==> src/rtl/ipm_host_pkg.sv <==
// Shared encodings for the ipm bridge-bus host master: request ops, bridge
// address map, command bytes, FSM state codes and small lane helpers.
package ipm_host_pkg;

  // Request op encodings
  localparam logic [1:0] OP_WRITE    = 2'd0;
  localparam logic [1:0] OP_READ     = 2'd1;
  localparam logic [1:0] OP_START    = 2'd2;
  localparam logic [1:0] OP_WAIT_INT = 2'd3;

  // Bridge address map
  localparam logic [3:0] ADDR_DATA0 = 4'h0;
  localparam logic [3:0] ADDR_DATA1 = 4'h1;
  localparam logic [3:0] ADDR_DATA2 = 4'h2;
  localparam logic [3:0] ADDR_DATA3 = 4'h3;
  localparam logic [3:0] ADDR_CONF  = 4'h4;
  localparam logic [3:0] ADDR_CMD   = 4'h5;

  // Command register values
  localparam logic [7:0] CMD_WRITE = 8'h01;
  localparam logic [7:0] CMD_READ  = 8'h02;
  localparam logic [7:0] CMD_START = 8'h04;

  // Top FSM states
  localparam logic [2:0] ST_IDLE  = 3'd0;
  localparam logic [2:0] ST_CONF  = 3'd1;
  localparam logic [2:0] ST_WBYTE = 3'd2;
  localparam logic [2:0] ST_CMD   = 3'd3;
  localparam logic [2:0] ST_RBYTE = 3'd4;
  localparam logic [2:0] ST_WAITI = 3'd5;
  localparam logic [2:0] ST_DONE  = 3'd6;

  // Single-access engine phases
  localparam logic [1:0] PH_IDLE   = 2'd0;
  localparam logic [1:0] PH_SETUP  = 2'd1;
  localparam logic [1:0] PH_STROBE = 2'd2;
  localparam logic [1:0] PH_HOLD   = 2'd3;

  // Bridge address of data byte lane i
  function automatic logic [3:0] lane_addr(input logic [1:0] i);
    case (i)
      2'd0:    lane_addr = ADDR_DATA0;
      2'd1:    lane_addr = ADDR_DATA1;
      2'd2:    lane_addr = ADDR_DATA2;
      default: lane_addr = ADDR_DATA3;
    endcase
  endfunction

  // Byte lane i of a 32-bit word, lane 0 = bits [7:0]
  function automatic logic [7:0] byte_lane(input logic [31:0] w, input logic [1:0] i);
    byte_lane = w[{i, 3'b000} +: 8];
  endfunction

endpackage

==> src/rtl/ipm_host_bus_cycle.sv <==
// Single bridge-bus access engine: SETUP (1) / STROBE (STROBE_CYC) / HOLD (1).
// done is high during HOLD; a new go accepted in HOLD chains with no gap.
module ipm_host_bus_cycle
  import ipm_host_pkg::*;
#(
  parameter int unsigned STROBE_CYC = 4
) (
  input  logic       clk,
  input  logic       rst,
  input  logic       go,
  input  logic       is_read,
  input  logic [3:0] addr,
  input  logic [7:0] wdata,
  output logic       done,
  output logic [7:0] rdata,
  output logic [3:0] bus_addr,
  output logic       bus_rd,
  output logic       bus_wr,
  output logic [7:0] bus_data_o,
  output logic       bus_data_oe,
  input  logic [7:0] bus_data_i
);

  localparam int unsigned CW = (STROBE_CYC > 1) ? $clog2(STROBE_CYC) : 1;

  logic [1:0]    phase, phase_nx;
  logic [CW-1:0] cnt, cnt_nx;
  logic          rd_q, rd_nx;
  logic          done_nx;
  logic [7:0]    rdata_nx;
  logic [3:0]    addr_nx;
  logic          bus_rd_nx, bus_wr_nx, oe_nx;
  logic [7:0]    data_o_nx;

  // Phase sequencing and next values of the registered bus pins
  always_comb begin
    phase_nx  = phase;
    cnt_nx    = cnt;
    rd_nx     = rd_q;
    done_nx   = 1'b0;
    rdata_nx  = rdata;
    addr_nx   = bus_addr;
    bus_rd_nx = 1'b0;
    bus_wr_nx = 1'b0;
    oe_nx     = bus_data_oe;
    data_o_nx = bus_data_o;
    case (phase)
      PH_IDLE, PH_HOLD: begin
        if (go) begin
          phase_nx  = PH_SETUP;
          rd_nx     = is_read;
          addr_nx   = addr;
          data_o_nx = is_read ? 8'h00 : wdata;
          oe_nx     = ~is_read;
        end else begin
          phase_nx  = PH_IDLE;
          addr_nx   = 4'h0;
          data_o_nx = 8'h00;
          oe_nx     = 1'b0;
        end
      end
      PH_SETUP: begin
        phase_nx  = PH_STROBE;
        cnt_nx    = CW'(STROBE_CYC - 1);
        bus_rd_nx = rd_q;
        bus_wr_nx = ~rd_q;
      end
      PH_STROBE: begin
        if (cnt == CW'(0)) begin
          // last strobe cycle: capture slave data and drop the strobe
          phase_nx = PH_HOLD;
          done_nx  = 1'b1;
          if (rd_q) rdata_nx = bus_data_i;
        end else begin
          cnt_nx    = cnt - CW'(1);
          bus_rd_nx = rd_q;
          bus_wr_nx = ~rd_q;
        end
      end
    endcase
  end

  // Engine state and bus pin registers
  always_ff @(posedge clk) begin
    if (rst) begin
      phase       <= PH_IDLE;
      cnt         <= '0;
      rd_q        <= 1'b0;
      done        <= 1'b0;
      rdata       <= 8'h00;
      bus_addr    <= 4'h0;
      bus_rd      <= 1'b0;
      bus_wr      <= 1'b0;
      bus_data_o  <= 8'h00;
      bus_data_oe <= 1'b0;
    end else begin
      phase       <= phase_nx;
      cnt         <= cnt_nx;
      rd_q        <= rd_nx;
      done        <= done_nx;
      rdata       <= rdata_nx;
      bus_addr    <= addr_nx;
      bus_rd      <= bus_rd_nx;
      bus_wr      <= bus_wr_nx;
      bus_data_o  <= data_o_nx;
      bus_data_oe <= oe_nx;
    end
  end

endmodule

==> src/rtl/ipm_host_master.sv <==
// Host master for the ipm 4-bit-address / 8-bit-data bridge bus.
// Serialises WRITE/READ/START requests into byte accesses and waits on int.
// Optional: define IPM_HOST_TIMEOUT_EN to give WAIT_INT a TIMEOUT_CYC timeout.
module ipm_host_master
  import ipm_host_pkg::*;
#(
  parameter int unsigned STROBE_CYC = 4
`ifdef IPM_HOST_TIMEOUT_EN
  , parameter int unsigned TIMEOUT_CYC = 1_000_000
`endif
) (
  input  logic        clk,
  input  logic        rst,
  input  logic        req_valid,
  output logic        req_ready,
  input  logic [1:0]  req_op,
  input  logic [4:0]  req_conf,
  input  logic [31:0] req_data,
  output logic        resp_valid,
  output logic [31:0] resp_data,
  output logic        resp_err,
  output logic        busy,
  output logic [3:0]  bus_addr,
  output logic        bus_rd,
  output logic        bus_wr,
  output logic        bus_rst,
  output logic [7:0]  bus_data_o,
  output logic        bus_data_oe,
  input  logic [7:0]  bus_data_i,
  input  logic        bus_int
);

  logic [2:0]  state, state_nx;
  logic [1:0]  op_q, op_nx;
  logic [4:0]  conf_q, conf_nx;
  logic [31:0] data_q, data_nx;
  logic [1:0]  idx, idx_nx;
  logic [23:0] acc, acc_nx;
  logic [2:0]  rst_cnt, rst_cnt_nx;
  logic        bus_rst_nx;
  logic        int_s1, int_s2, int_s1_nx, int_s2_nx;
  logic        req_ready_nx, resp_valid_nx, busy_nx;
  logic [31:0] resp_data_nx;
  logic        accept;

  logic        go, go_rd, acc_done;
  logic [3:0]  go_addr;
  logic [7:0]  go_wdata, acc_rdata;

`ifdef IPM_HOST_TIMEOUT_EN
  localparam int unsigned TW = $clog2(TIMEOUT_CYC + 1);
  logic [TW-1:0] tcnt, tcnt_nx;
  logic          resp_err_nx;
`endif

  assign accept = req_valid & req_ready;

  // Request sequencing: next state, access issue and response values
  always_comb begin
    state_nx     = state;
    op_nx        = op_q;
    conf_nx      = conf_q;
    data_nx      = data_q;
    idx_nx       = idx;
    acc_nx       = acc;
    resp_data_nx = resp_data;
    go           = 1'b0;
    go_rd        = 1'b0;
    go_addr      = 4'h0;
    go_wdata     = 8'h00;
    rst_cnt_nx   = (rst_cnt != 3'd0) ? rst_cnt - 3'd1 : 3'd0;
    bus_rst_nx   = (rst_cnt > 3'd1);
    int_s1_nx    = bus_int;
    int_s2_nx    = int_s1;
`ifdef IPM_HOST_TIMEOUT_EN
    tcnt_nx      = tcnt;
    resp_err_nx  = resp_err;
`endif
    case (state)
      ST_IDLE: begin
        if (accept) begin
          op_nx   = req_op;
          conf_nx = req_conf;
          data_nx = req_data;
          idx_nx  = 2'd0;
`ifdef IPM_HOST_TIMEOUT_EN
          tcnt_nx = '0;
`endif
          case (req_op)
            OP_WRITE, OP_READ: begin
              state_nx = ST_CONF;
              go       = 1'b1;
              go_addr  = ADDR_CONF;
              go_wdata = {3'b000, req_conf};
            end
            OP_START: begin
              state_nx = ST_CMD;
              go       = 1'b1;
              go_addr  = ADDR_CMD;
              go_wdata = CMD_START;
            end
            default: begin
              // flush the synchroniser so the int level is freshly qualified
              state_nx  = ST_WAITI;
              int_s1_nx = 1'b0;
              int_s2_nx = 1'b0;
            end
          endcase
        end
      end
      ST_CONF: begin
        if (acc_done) begin
          go = 1'b1;
          if (op_q == OP_WRITE) begin
            state_nx = ST_WBYTE;
            go_addr  = lane_addr(2'd0);
            go_wdata = byte_lane(data_q, 2'd0);
          end else begin
            state_nx = ST_CMD;
            go_addr  = ADDR_CMD;
            go_wdata = CMD_READ;
          end
        end
      end
      ST_WBYTE: begin
        if (acc_done) begin
          go = 1'b1;
          if (idx == 2'd3) begin
            state_nx = ST_CMD;
            go_addr  = ADDR_CMD;
            go_wdata = CMD_WRITE;
          end else begin
            idx_nx   = idx + 2'd1;
            go_addr  = lane_addr(idx + 2'd1);
            go_wdata = byte_lane(data_q, idx + 2'd1);
          end
        end
      end
      ST_CMD: begin
        if (acc_done) begin
          if (op_q == OP_READ) begin
            state_nx = ST_RBYTE;
            idx_nx   = 2'd0;
            go       = 1'b1;
            go_rd    = 1'b1;
            go_addr  = lane_addr(2'd0);
          end else begin
            state_nx     = ST_DONE;
            resp_data_nx = 32'h0;
`ifdef IPM_HOST_TIMEOUT_EN
            resp_err_nx  = 1'b0;
`endif
          end
        end
      end
      ST_RBYTE: begin
        if (acc_done) begin
          if (idx == 2'd3) begin
            state_nx     = ST_DONE;
            resp_data_nx = {acc_rdata, acc};
`ifdef IPM_HOST_TIMEOUT_EN
            resp_err_nx  = 1'b0;
`endif
          end else begin
            // bytes arrive LSB first, shift in from the top
            acc_nx  = {acc_rdata, acc[23:8]};
            idx_nx  = idx + 2'd1;
            go      = 1'b1;
            go_rd   = 1'b1;
            go_addr = lane_addr(idx + 2'd1);
          end
        end
      end
      ST_WAITI: begin
        if (int_s2) begin
          state_nx     = ST_DONE;
          resp_data_nx = 32'h0;
`ifdef IPM_HOST_TIMEOUT_EN
          resp_err_nx  = 1'b0;
        end else if (tcnt == TW'(TIMEOUT_CYC - 1)) begin
          state_nx     = ST_DONE;
          resp_data_nx = 32'h0;
          resp_err_nx  = 1'b1;
        end else begin
          tcnt_nx = tcnt + TW'(1);
`endif
        end
      end
      ST_DONE: state_nx = ST_IDLE;
      default: state_nx = ST_IDLE;
    endcase
    resp_valid_nx = (state_nx == ST_DONE);
    busy_nx       = (state_nx != ST_IDLE);
    req_ready_nx  = (state_nx == ST_IDLE) && !bus_rst;
  end

  // FSM, request context and registered outputs
  always_ff @(posedge clk) begin
    if (rst) begin
      state      <= ST_IDLE;
      op_q       <= OP_WRITE;
      conf_q     <= 5'h0;
      data_q     <= 32'h0;
      idx        <= 2'd0;
      acc        <= 24'h0;
      rst_cnt    <= 3'd4;
      bus_rst    <= 1'b1;
      int_s1     <= 1'b0;
      int_s2     <= 1'b0;
      req_ready  <= 1'b0;
      resp_valid <= 1'b0;
      resp_data  <= 32'h0;
      busy       <= 1'b0;
    end else begin
      state      <= state_nx;
      op_q       <= op_nx;
      conf_q     <= conf_nx;
      data_q     <= data_nx;
      idx        <= idx_nx;
      acc        <= acc_nx;
      rst_cnt    <= rst_cnt_nx;
      bus_rst    <= bus_rst_nx;
      int_s1     <= int_s1_nx;
      int_s2     <= int_s2_nx;
      req_ready  <= req_ready_nx;
      resp_valid <= resp_valid_nx;
      resp_data  <= resp_data_nx;
      busy       <= busy_nx;
    end
  end

`ifdef IPM_HOST_TIMEOUT_EN
  // WAIT_INT timeout counter and error flag
  always_ff @(posedge clk) begin
    if (rst) begin
      tcnt     <= '0;
      resp_err <= 1'b0;
    end else begin
      tcnt     <= tcnt_nx;
      resp_err <= resp_err_nx;
    end
  end
`else
  assign resp_err = 1'b0;
`endif

  ipm_host_bus_cycle #(
    .STROBE_CYC (STROBE_CYC)
  ) u_bus (
    .clk         (clk),
    .rst         (rst),
    .go          (go),
    .is_read     (go_rd),
    .addr        (go_addr),
    .wdata       (go_wdata),
    .done        (acc_done),
    .rdata       (acc_rdata),
    .bus_addr    (bus_addr),
    .bus_rd      (bus_rd),
    .bus_wr      (bus_wr),
    .bus_data_o  (bus_data_o),
    .bus_data_oe (bus_data_oe),
    .bus_data_i  (bus_data_i)
  );

endmodule

==> config.mk <==
export PLATFORM = sky130hd
export DESIGN_NAME = ipm_host_master
export DESIGN_NICKNAME = d
export VERILOG_FILES = /design/src/rtl/ipm_host_pkg.sv /design/src/rtl/ipm_host_bus_cycle.sv /design/src/rtl/ipm_host_master.sv
export SDC_FILE = /design/constraint.sdc
export NUM_CORES = 1
export LEC_CHECK = 0
export CORE_ASPECT_RATIO = 2
export CORE_MARGIN = 5
export CORE_UTILIZATION = 47
export CTS_BUF_LIST = sky130_fd_sc_hd__clkbuf_8 sky130_fd_sc_hd__clkbuf_16
export DETAILED_ROUTE_END_ITERATION = 12
export MAX_ROUTING_LAYER = met4
export PLACE_DENSITY = 0.82
export SLEW_MARGIN = 20
export SYNTH_ARGS = -nofsm -noshare
export SYNTH_HDL_FRONTEND = slang
export SYNTH_SLANG_ARGS = --single-unit
==> constraint.sdc <==
create_clock -name clk -period 1.9 [get_ports clk]
set_clock_uncertainty 0.05 [all_clocks]
set_input_delay 0.285 -clock clk [delete_from_list [all_inputs] [get_ports clk]]
set_output_delay 0.285 -clock clk [all_outputs]
set_load 0.02 [all_outputs]
==> flow_metrics.tcl <==
set metrics [dict create \
    grt-ovfl-total 0 \
    vias_per_cell 5.39 \
    pre_cts_ws_ps -84.2 \
    synth_top_area_cell "dfxtp_1" \
    cp_top_family "multiplexers" \
    wl_per_cell_um 16.3 \
    synthCells 638 \
    dr.pass1.iters 4 \
    busiest_layer "met2" \
    path_max_fanout 4 \
    min_period_over_period_pct 98.6 \
    ys_types 59 \
    max_freq_mhz 534 \
    multiInputGateArea_mm2 0.00275 \
    final.setup.worst_slack_ps 26.5 \
    setup_viol 0 \
    netlist.area_leader.share_pct 47.1 \
    drt_wl_total_mm 15.0 \
    cpPeakStageDelay_ps 490 \
    crit_buf_inv 2 \
    power_per_cell_area_mw_per_mm2 849 \
    io_pins 103 \
    crit_type "flip-flop to flip-flop" \
    end_kind "flip-flop" \
    layout-drive-gt1-share_pct 14.5 \
    cts.sinks 132 \
    async_flop_share_pct 0 \
    crit_top_cell "a22o_1" \
    synth-edff-count 0 \
    syn-cell-area_mm2 0.00562 \
    dieArea_mm2 0.0144 \
    floorplan.initialDensity_pct 48.0 \
    drv_slew 0 \
    place_congestion 0.893 \
    rows 56 \
    track_usage_pct 21.9 \
    syn_to_final_growth_pct 36.5 \
    postCtsHoldBufs 0 \
    seq_area_frac_synth_pct 47.1 \
    antenna_found_initial 0 \
    cts.htree.levels 4 \
    leakage_nw 2.74 \
    status "completed" \
    cp.required_ps 2150 \
    grt_max_degree 37 \
    grt_pass1_vias 5090 \
    arrival_ps 2130 \
    place_area_mm2 0.00697 \
    portBuffers 100 \
    worstHoldPathType "input pin to flip-flop" \
    die_w_um 87.3 \
    tns_ps 0 \
    ys.warnings.count 0 \
    n_fill_cell 908 \
    synth_area_per_cell_um2 8.80 \
    antennaDiodeCount 0 \
    clkTransAtPathRegs_ps 60 \
    met2_usage_pct 40.2 \
    core-area_mm2 0.0117 \
    hold_viol_final 0 \
    numCtsBuffers 17 \
    maxCapViolations 0 \
    ir_drop_v 0.000724 \
    ant_nets 0 \
    synth_area_leaders "dfxtp_1 47%, nand2_1 11%, mux2i_1 7.1%, a21oi_1 6.0%, nand2b_1 3.9%" \
    cts_tree "done" \
    drc 0 \
    slowest_stage "mux4_2" \
    clk_latency_ps 420 \
    drt_iter0_markers 199 \
    synth_seq_cells 132 \
    root_buffer "clkbuf_16" \
    grt_use_met3_pct 4.44 \
    fp.dieH_um 165 \
    layout.nets 818 \
    seqCellArea_mm2 0.00265 \
    fin_crit_ps 1870 \
    finalPower_mw 6.51 \
    synth_ff_type "dfxtp_1" \
    critPathLaunchType "flip-flop" \
    dp_hpwl_mm 11.3 \
    route.vias.total 4945 \
    use_met1_pct 20.3 \
    grt_pass1_wl_mm 23.8 \
    cp_cell_sequence "inv_2 > ha_4 > clkbuf_16 > mux4_2 > a22o_1 > a22o_1" \
    hold_ws_ps 200 \
    clockBufferDepth 2 \
    stdcell_area_mm2 0.00766 \
]
## state kept, by name (all words and copies together), names as in the netlist, 3 cells and up
signal            cells
u_bus.bus_data_o      8
resp_data            32
u_bus.rdata           8
u_bus.bus_addr        3
state                 3
data_q               32
rst_cnt               3
acc                  24
## layout by cell type (no fill, tap or decap), types with 8 or more instances in the layout
cell and count:
nand2_1 160, dfxtp_1 128, clkdlybuf4s50_1 99, a21oi_1 66, buf_4 42, mux2i_1 40
nand2b_1 35, nor2_1 26, clkbuf_16 18, inv_1 16, a22o_1 11, nand3_1 8
mux4_2 8
## report_power, final
part / switching [mW] / internal (mW) / total (mW)
sequential: 0.0415 / 2.82 / 2.86
clock: 1.24 / 1.98 / 3.22
combinational: 0.209 / 0.219 / 0.428
total: 1.49 / 5.02 / 6.51
## path summary, 6_finish.rpt
path / cells after the start / slack, ps / start / endpoint
min reg2reg: 1 / 380 / int_s1$_SDFF_PP0_ / int_s2$_SDFF_PP0_
min: 2 / 200 / rst / state[1]$_SDFF_PP0_
max: 6 / 30 / idx[1]$_SDFFE_PP0P_ / u_bus.bus_data_o[6]$_SDFFE_PP0N_
max reg2reg: 6 / 30 / idx[1]$_SDFFE_PP0P_ / u_bus.bus_data_o[6]$_SDFFE_PP0N_
## metal layers
metal,wire length (µm),part of all wire (%)
met5,0,0
met2,8620,58
met4,609,4.1
met3,623,4.2
met1,5110,34
## cells in the mapped netlist, drive strengths merged, types with 3 or more instances
library cell,n
a21oi,68
mux4,8
buf,26
and2,5
a21o,3
o311ai,5
nor2,28
nor2b,5
a211oi,3
and3b,3
clkbuf,20
o21ai,6
nor3,3
mux2i,40
nand3,11
inv,17
nand2b,37
nand2,160
o31ai,3
nand3b,3
ha,8
a22o,11
dfxtp,132
## cells by family after synthesis
family,synth area share (%)
other,0.0668
flip-flops,47.1
adder cells (fa/ha/maj),1.78
AND/OR/NAND/NOR,22.3
buffers and inverters,5.39
XOR/XNOR,0.156
multiplexers,10.3
AO/OA/AOI/OAI,12.9
## metrics by stage
| step | util (%) | std cells |
|---|---|---|
| final | 65.5 | 917 |
| after floorplan | - | 639 |
| after CTS | 64.8 | 915 |
| after global placement | 59.6 | 883 |
| after global routing | 65.5 | 917 |
| after detailed placement | 59.6 | 883 |
## cell type report
class	count	area share, %
clock buffer	18	5.73
timing repair buffer	147	18.7
inverter	17	0.833
multi-input combinational	444	35.9
clock inverter	14	1.98
tap	145	2.37
sequential	132	34.6
## repair_timing
item / in CTS / in global routing
gates resized for setup: 7 / 13
endpoints found under the setup margin: 8 / 63
endpoints found under the hold margin: 0 / 0
pin swaps: 1 / 12
buffers inserted: 0 / 1
gates cloned: 0 / 1
Note: power is estimated with default switching activity, not from simulation.
